===== src/rtl/unified_mem_arbiter.sv =====
// unified_mem_arbiter
// Shares one single-port memory between the instruction-fetch port and the
// data port of the core. Only one access is in flight at a time, and the
// read latency of the memory is covered by wait states. cpu_stall holds the
// core until every request it has raised has been acknowledged.

module unified_mem_arbiter #(
    parameter int ADDR_W       = 16,
    parameter int DATA_W       = 16,
    parameter int WAIT_CYCLES  = 1,
    parameter int STARVE_LIMIT = 4
) (
    input  logic              clk,
    input  logic              rst,

    input  logic              if_req,
    input  logic [ADDR_W-1:0] if_addr,
    output logic [DATA_W-1:0] if_rdata,
    output logic              if_ack,

    input  logic              d_rd,
    input  logic              d_wr,
    input  logic [ADDR_W-1:0] d_addr,
    input  logic [DATA_W-1:0] d_wdata,
    output logic [DATA_W-1:0] d_rdata,
    output logic              d_ack,

    output logic [ADDR_W-1:0] mem_addr,
    output logic [DATA_W-1:0] mem_wdata,
    output logic              mem_re,
    output logic              mem_we,
    input  logic [DATA_W-1:0] mem_rdata,

    output logic              cpu_stall,
    output logic              grant_d
);

    typedef enum logic [1:0] {
        IDLE  = 2'd0,
        ISSUE = 2'd1,
        WAIT  = 2'd2,
        ACK   = 2'd3
    } state_t;

    // Both counters are 4 bits wide because both limits are at most 15.
    localparam logic [3:0] WAIT_INIT  = 4'(WAIT_CYCLES);
    localparam logic [3:0] STARVE_MAX = 4'(STARVE_LIMIT);

    state_t            state_q, state_d;
    logic [ADDR_W-1:0] mem_addr_q, mem_addr_d;
    logic [DATA_W-1:0] mem_wdata_q, mem_wdata_d;
    logic              mem_re_q, mem_re_d;
    logic              mem_we_q, mem_we_d;
    logic [DATA_W-1:0] if_rdata_q, if_rdata_d;
    logic [DATA_W-1:0] d_rdata_q, d_rdata_d;
    logic              if_ack_q, if_ack_d;
    logic              d_ack_q, d_ack_d;
    logic              grant_d_q, grant_d_d;
    logic              is_wr_q, is_wr_d;
    logic [3:0]        wait_cnt_q, wait_cnt_d;
    logic [3:0]        starve_cnt_q, starve_cnt_d;

    logic              data_req;
    logic              fetch_forced;

    // A write wins over a read when both data strobes are high. Fetch is
    // forced ahead of data once it has been passed over STARVE_LIMIT times.
    assign data_req     = d_rd | d_wr;
    assign fetch_forced = if_req && (starve_cnt_q == STARVE_MAX);

    // Next-state and registered-output logic for the access sequencer.
    always_comb begin
        state_d      = state_q;
        mem_addr_d   = mem_addr_q;
        mem_wdata_d  = mem_wdata_q;
        mem_re_d     = 1'b0;
        mem_we_d     = 1'b0;
        if_rdata_d   = if_rdata_q;
        d_rdata_d    = d_rdata_q;
        if_ack_d     = 1'b0;
        d_ack_d      = 1'b0;
        grant_d_d    = grant_d_q;
        is_wr_d      = is_wr_q;
        wait_cnt_d   = wait_cnt_q;
        starve_cnt_d = starve_cnt_q;

        case (state_q)
            IDLE: begin
                if (data_req && !fetch_forced) begin
                    state_d     = ISSUE;
                    grant_d_d   = 1'b1;
                    mem_addr_d  = d_addr;
                    mem_wdata_d = d_wdata;
                    is_wr_d     = d_wr;
                    mem_we_d    = d_wr;
                    mem_re_d    = ~d_wr;
                    if (!if_req) begin
                        starve_cnt_d = 4'd0;
                    end else if (starve_cnt_q != STARVE_MAX) begin
                        starve_cnt_d = starve_cnt_q + 4'd1;
                    end
                end else if (if_req) begin
                    state_d      = ISSUE;
                    grant_d_d    = 1'b0;
                    mem_addr_d   = if_addr;
                    is_wr_d      = 1'b0;
                    mem_re_d     = 1'b1;
                    starve_cnt_d = 4'd0;
                end else begin
                    starve_cnt_d = 4'd0;
                end
            end

            ISSUE: begin
                if (is_wr_q) begin
                    state_d = ACK;
                    d_ack_d = 1'b1;
                end else begin
                    state_d    = WAIT;
                    wait_cnt_d = WAIT_INIT;
                end
            end

            WAIT: begin
                if (wait_cnt_q <= 4'd1) begin
                    state_d    = ACK;
                    wait_cnt_d = 4'd0;
                    if (grant_d_q) begin
                        d_rdata_d = mem_rdata;
                        d_ack_d   = 1'b1;
                    end else begin
                        if_rdata_d = mem_rdata;
                        if_ack_d   = 1'b1;
                    end
                end else begin
                    wait_cnt_d = wait_cnt_q - 4'd1;
                end
            end

            ACK: begin
                state_d   = IDLE;
                grant_d_d = 1'b0;
            end

            default: begin
                state_d = IDLE;
            end
        endcase
    end

    // State and output registers; a low rst at a clock edge aborts any
    // transaction in flight without acknowledging it.
    always_ff @(posedge clk) begin
        if (!rst) begin
            state_q      <= IDLE;
            mem_addr_q   <= '0;
            mem_wdata_q  <= '0;
            mem_re_q     <= 1'b0;
            mem_we_q     <= 1'b0;
            if_rdata_q   <= '0;
            d_rdata_q    <= '0;
            if_ack_q     <= 1'b0;
            d_ack_q      <= 1'b0;
            grant_d_q    <= 1'b0;
            is_wr_q      <= 1'b0;
            wait_cnt_q   <= 4'd0;
            starve_cnt_q <= 4'd0;
        end else begin
            state_q      <= state_d;
            mem_addr_q   <= mem_addr_d;
            mem_wdata_q  <= mem_wdata_d;
            mem_re_q     <= mem_re_d;
            mem_we_q     <= mem_we_d;
            if_rdata_q   <= if_rdata_d;
            d_rdata_q    <= d_rdata_d;
            if_ack_q     <= if_ack_d;
            d_ack_q      <= d_ack_d;
            grant_d_q    <= grant_d_d;
            is_wr_q      <= is_wr_d;
            wait_cnt_q   <= wait_cnt_d;
            starve_cnt_q <= starve_cnt_d;
        end
    end

    assign mem_addr  = mem_addr_q;
    assign mem_wdata = mem_wdata_q;
    assign mem_re    = mem_re_q;
    assign mem_we    = mem_we_q;
    assign if_rdata  = if_rdata_q;
    assign d_rdata   = d_rdata_q;
    assign if_ack    = if_ack_q;
    assign d_ack     = d_ack_q;
    assign grant_d   = grant_d_q;

    assign cpu_stall = (if_req & ~if_ack_q) | (data_req & ~d_ack_q);

endmodule


===== config.mk =====
export PLATFORM = sky130hd
export DESIGN_NAME = unified_mem_arbiter
export DESIGN_NICKNAME = d
export VERILOG_FILES = /design/src/rtl/unified_mem_arbiter.sv
export SDC_FILE = /design/constraint.sdc
export NUM_CORES = 1
export LEC_CHECK = 0
export ABC_AREA = 1
export CORE_MARGIN = 4
export CORE_UTILIZATION = 45
export DETAILED_ROUTE_END_ITERATION = 7
export GPL_TIMING_DRIVEN = 0
export PLACE_DENSITY = 0.88
export RECOVER_POWER = 25
export SETUP_SLACK_MARGIN = 0.15
export SLEW_MARGIN = 10
export SYNTH_ARGS = -nofsm -noshare
export SYNTH_HDL_FRONTEND = slang
export SYNTH_SLANG_ARGS = --single-unit

===== constraint.sdc =====
create_clock -name clk -period 4.4 [get_ports clk]
set_input_delay 0.66 -clock clk [delete_from_list [all_inputs] [get_ports clk]]
set_output_delay 0.66 -clock clk [all_outputs]
set_load 0.05 [all_outputs]

==> impl_metrics.env <==
export IMPL_synthDistinctLibCells=25
export IMPL_clock_skew_ns=0.00986
export IMPL_cts_resized=0
export IMPL_clockBufferDepth=2
export IMPL_ys_seq_elements=80
export IMPL_cts_hold_buf=0
export IMPL_avgSynthCellArea_sq_um=7.08
export IMPL_min_period_over_period_pct=80.2
export IMPL_max_freq_mhz=283
export IMPL_syn_inst=517
export IMPL_row_count=32
export IMPL_cp_slowest_cell="clkdlybuf4s50_1"
export IMPL_grt_max_degree=17
export IMPL_min_path_cells=2
export IMPL_detailedRoute_firstPassIterationCount=6
export IMPL_htreeDepth=3
export IMPL_path_clk_slew_ns=0.09
export IMPL_rsz0062_at_grt="no"
export IMPL_setup_tns_final_ns=0
export IMPL_cp_required_ns=3.74
export IMPL_synth_top_area_share_pct=43.7
export IMPL_synth_top_area_cell="dfxtp_1"
export IMPL_start_util_pct=46.9
export IMPL_path_max_fanout=10
export IMPL_critical_path_buf_inv_count=5
export IMPL_cap_violations=0
export IMPL_holdWs_ns=0.469
export IMPL_place_hpwl_microns=8000
export IMPL_end_kind="output port"
export IMPL_area_growth_pct=45.0
export IMPL_ys_warn_count=0
export IMPL_fin_cells=772
export IMPL_min_from="if_rdata[12]"
export IMPL_dp_cells=756
export IMPL_synthesis_nets=595
export IMPL_finalNetCount=743
export IMPL_reg2reg_slack_ns=2.13
export IMPL_drive_gt1_share_pct=5.52
export IMPL_post_cts_setup_buffers=0
export IMPL_worstReg2RegEnd="d_rdata[15]"
export IMPL_crit_path_cell_trace="dlygate4sd3_1 > inv_1 > nand2_1 > clkbuf_1 > inv_4 > o22ai_1 > clkdlybuf4s50_1"
export IMPL_p_leak_uw=0.00228
export IMPL_via_per_inst=4.89
export IMPL_critPathTopFamily="buffers and inverters"
export IMPL_ant_nets=0
export IMPL_clock_sinks=80
export IMPL_status="finished clean"
export IMPL_port_buffers=137
export IMPL_clk_latency_ns=0.36
export IMPL_diodes=0
export IMPL_cts_tree="yes"
export IMPL_cts_root_buf="clkbuf_8"
export IMPL_hold_class="reg2reg"
export IMPL_utilization_pct=68.0
export IMPL_drtIter0Drc=208
export IMPL_coreArea_sq_mm=0.00781
export IMPL_die_w_microns=98.2
export IMPL_wl_microns=10400
export IMPL_yosysSeqAreaShare_pct=43.7
export IMPL_grt_pass1_vias=3708
export IMPL_setup_viol=0
export IMPL_num_vias=3777
export IMPL_drc=0
export IMPL_rr_worst_depth=10
export IMPL_min_period_ns=3.53
export IMPL_hold_violations=0
export IMPL_r2r_start="wait_cnt_q[0]"
export IMPL_drv_slew=0
export IMPL_grt_overflow=0
export IMPL_power_density_mw_per_mm2=633
export IMPL_antenna_found_initial=0
export IMPL_gp_congestion=0.876
export IMPL_yosys_top_cells_area="dfxtp_1, nand2_1, nand3_1, a21oi_1, inv_1"
export IMPL_critPathMaxStageDelay_ns=0.85
export IMPL_path_depth=7
export IMPL_slew_headroom_pct=63.3
export IMPL_routedWlPerCell_microns=13.5
export IMPL_grt_pass1_wl_microns=16800
export IMPL_whs_endpoint="if_rdata[12]"
export IMPL_crit_path_start_kind="input pin"
export IMPL_grt_usage_pct=21.2
export IMPL_vdd_drop_max_v=0.000431
export IMPL_ios=139
export IMPL_worst_slew_pin_slew_ns=0.551
export IMPL_numCtsBuffers=9
export IMPL_fp_dieH_microns=98.2
export IMPL_crit_type="in2out"
export IMPL_dieArea_sq_mm=0.00964
export IMPL_arrival_ns=2.87
export IMPL_syn_cell_area_sq_mm=0.00366
synth_stat cells:
cell      count
nor2_1       52
nor2_4        1
buf_4         8
nand4_1       3
inv_4         1
inv_1        67
o21ai_0       3
nand2_4       2
nand4_4       1
nand3b_1      2
dfxtp_1      80
nor3_1        1
nand3_1      73
clkbuf_1     10
inv_2         4
nor2_8        1
buf_2         6
o21ai_4       1
o22ai_1       1
nand2_1     124
buf_6         4
ha_1          9
nand2_2       4
xor2_1        1
a21oi_1      58
stage by stage:
stage / area (sq um) / total power [uW] / worst slack [ns]
6_report: 5310 / 3360 / 0.869
5_1_grt: 5310 / 3550 / 0.798
3_5_place_dp: 5160 / 2820 / 1.28
4_1_cts: 5370 / 3400 / 1.27
3_3_place_gp: 5160 / 2770 / 1.31
2_1_floorplan: 3660 / 2250 / 2.02
kinds of logic (layout without fill, tap and decap cells):
family | count (synthesis) | count (layout) | share of synthesized area [%]
flops | 80 | 80 | 43.7
buf+inv | 100 | 253 | 12.2
simple gates | 264 | 264 | 31.8
xor+xnor | 1 | 1 | 0.239
fa+ha+maj | 9 | 9 | 3.08
compound gates | 63 | 63 | 8.95
report_power, final:
group	internal, uW	switching (uW)	total (uW)
sequential	915	113	1030
combinational	583	1180	1760
clock	275	296	570
total	1770	1590	3360
per-layer routing:
metal	vias up	global-route usage (%)	part of all wire, %
li1	1916	-	-
met2	163	37.3	49
met1	1674	23.8	40
met3	24	5.50	7.8
met4	0	10.5	2.5
met5	-	0	0
how the worst max path moves through the flow:
stage / from / endpoint
final: d_wr / cpu_stall
after global routing: d_wr / cpu_stall
after CTS: d_wr / cpu_stall
after detailed placement: d_wr / cpu_stall
after global placement: d_wr / cpu_stall
after floorplan: d_rd / cpu_stall
sequential cells by signal (all words and copies together), names as in the netlist:
register and count:
wait_cnt_q 4, if_rdata 16, state_q 2, mem_addr 16, d_rdata 16, mem_we 1, mem_re 1, d_ack 1
is_wr_q 1, if_ack 1, mem_wdata 16, grant_d 1, starve_cnt_q 4
cell type report:
class	instances	area, sq um
clock inverter	7	86.3
buffer	28	154
multi-input combinational	337	1570
tap	102	128
timing repair buffer	137	1370
inverter	72	273
clock buffer	9	124
fill	638	2500
sequential	80	1600
worst min-delay path, cell delays in order, from the launching register on:
cell and delay [ns]:
dfxtp_1 0.32, nand2_1 0.06, a21oi_1 0.05
cell usage in the layout, fill, tap and decap left out, drive strengths merged, types with 4 or more instances in the layout:
| cell | n |
|---|---|
| dfxtp | 80 |
| clkbuf | 22 |
| clkdlybuf4s50 | 135 |
| nand3 | 73 |
| ha | 9 |
| nand4 | 4 |
| inv | 76 |
| a21oi | 58 |
| buf | 15 |
| o21ai | 4 |
| nor2 | 54 |
| nand2 | 130 |
Note: power is estimated with default switching activity, not from simulation.
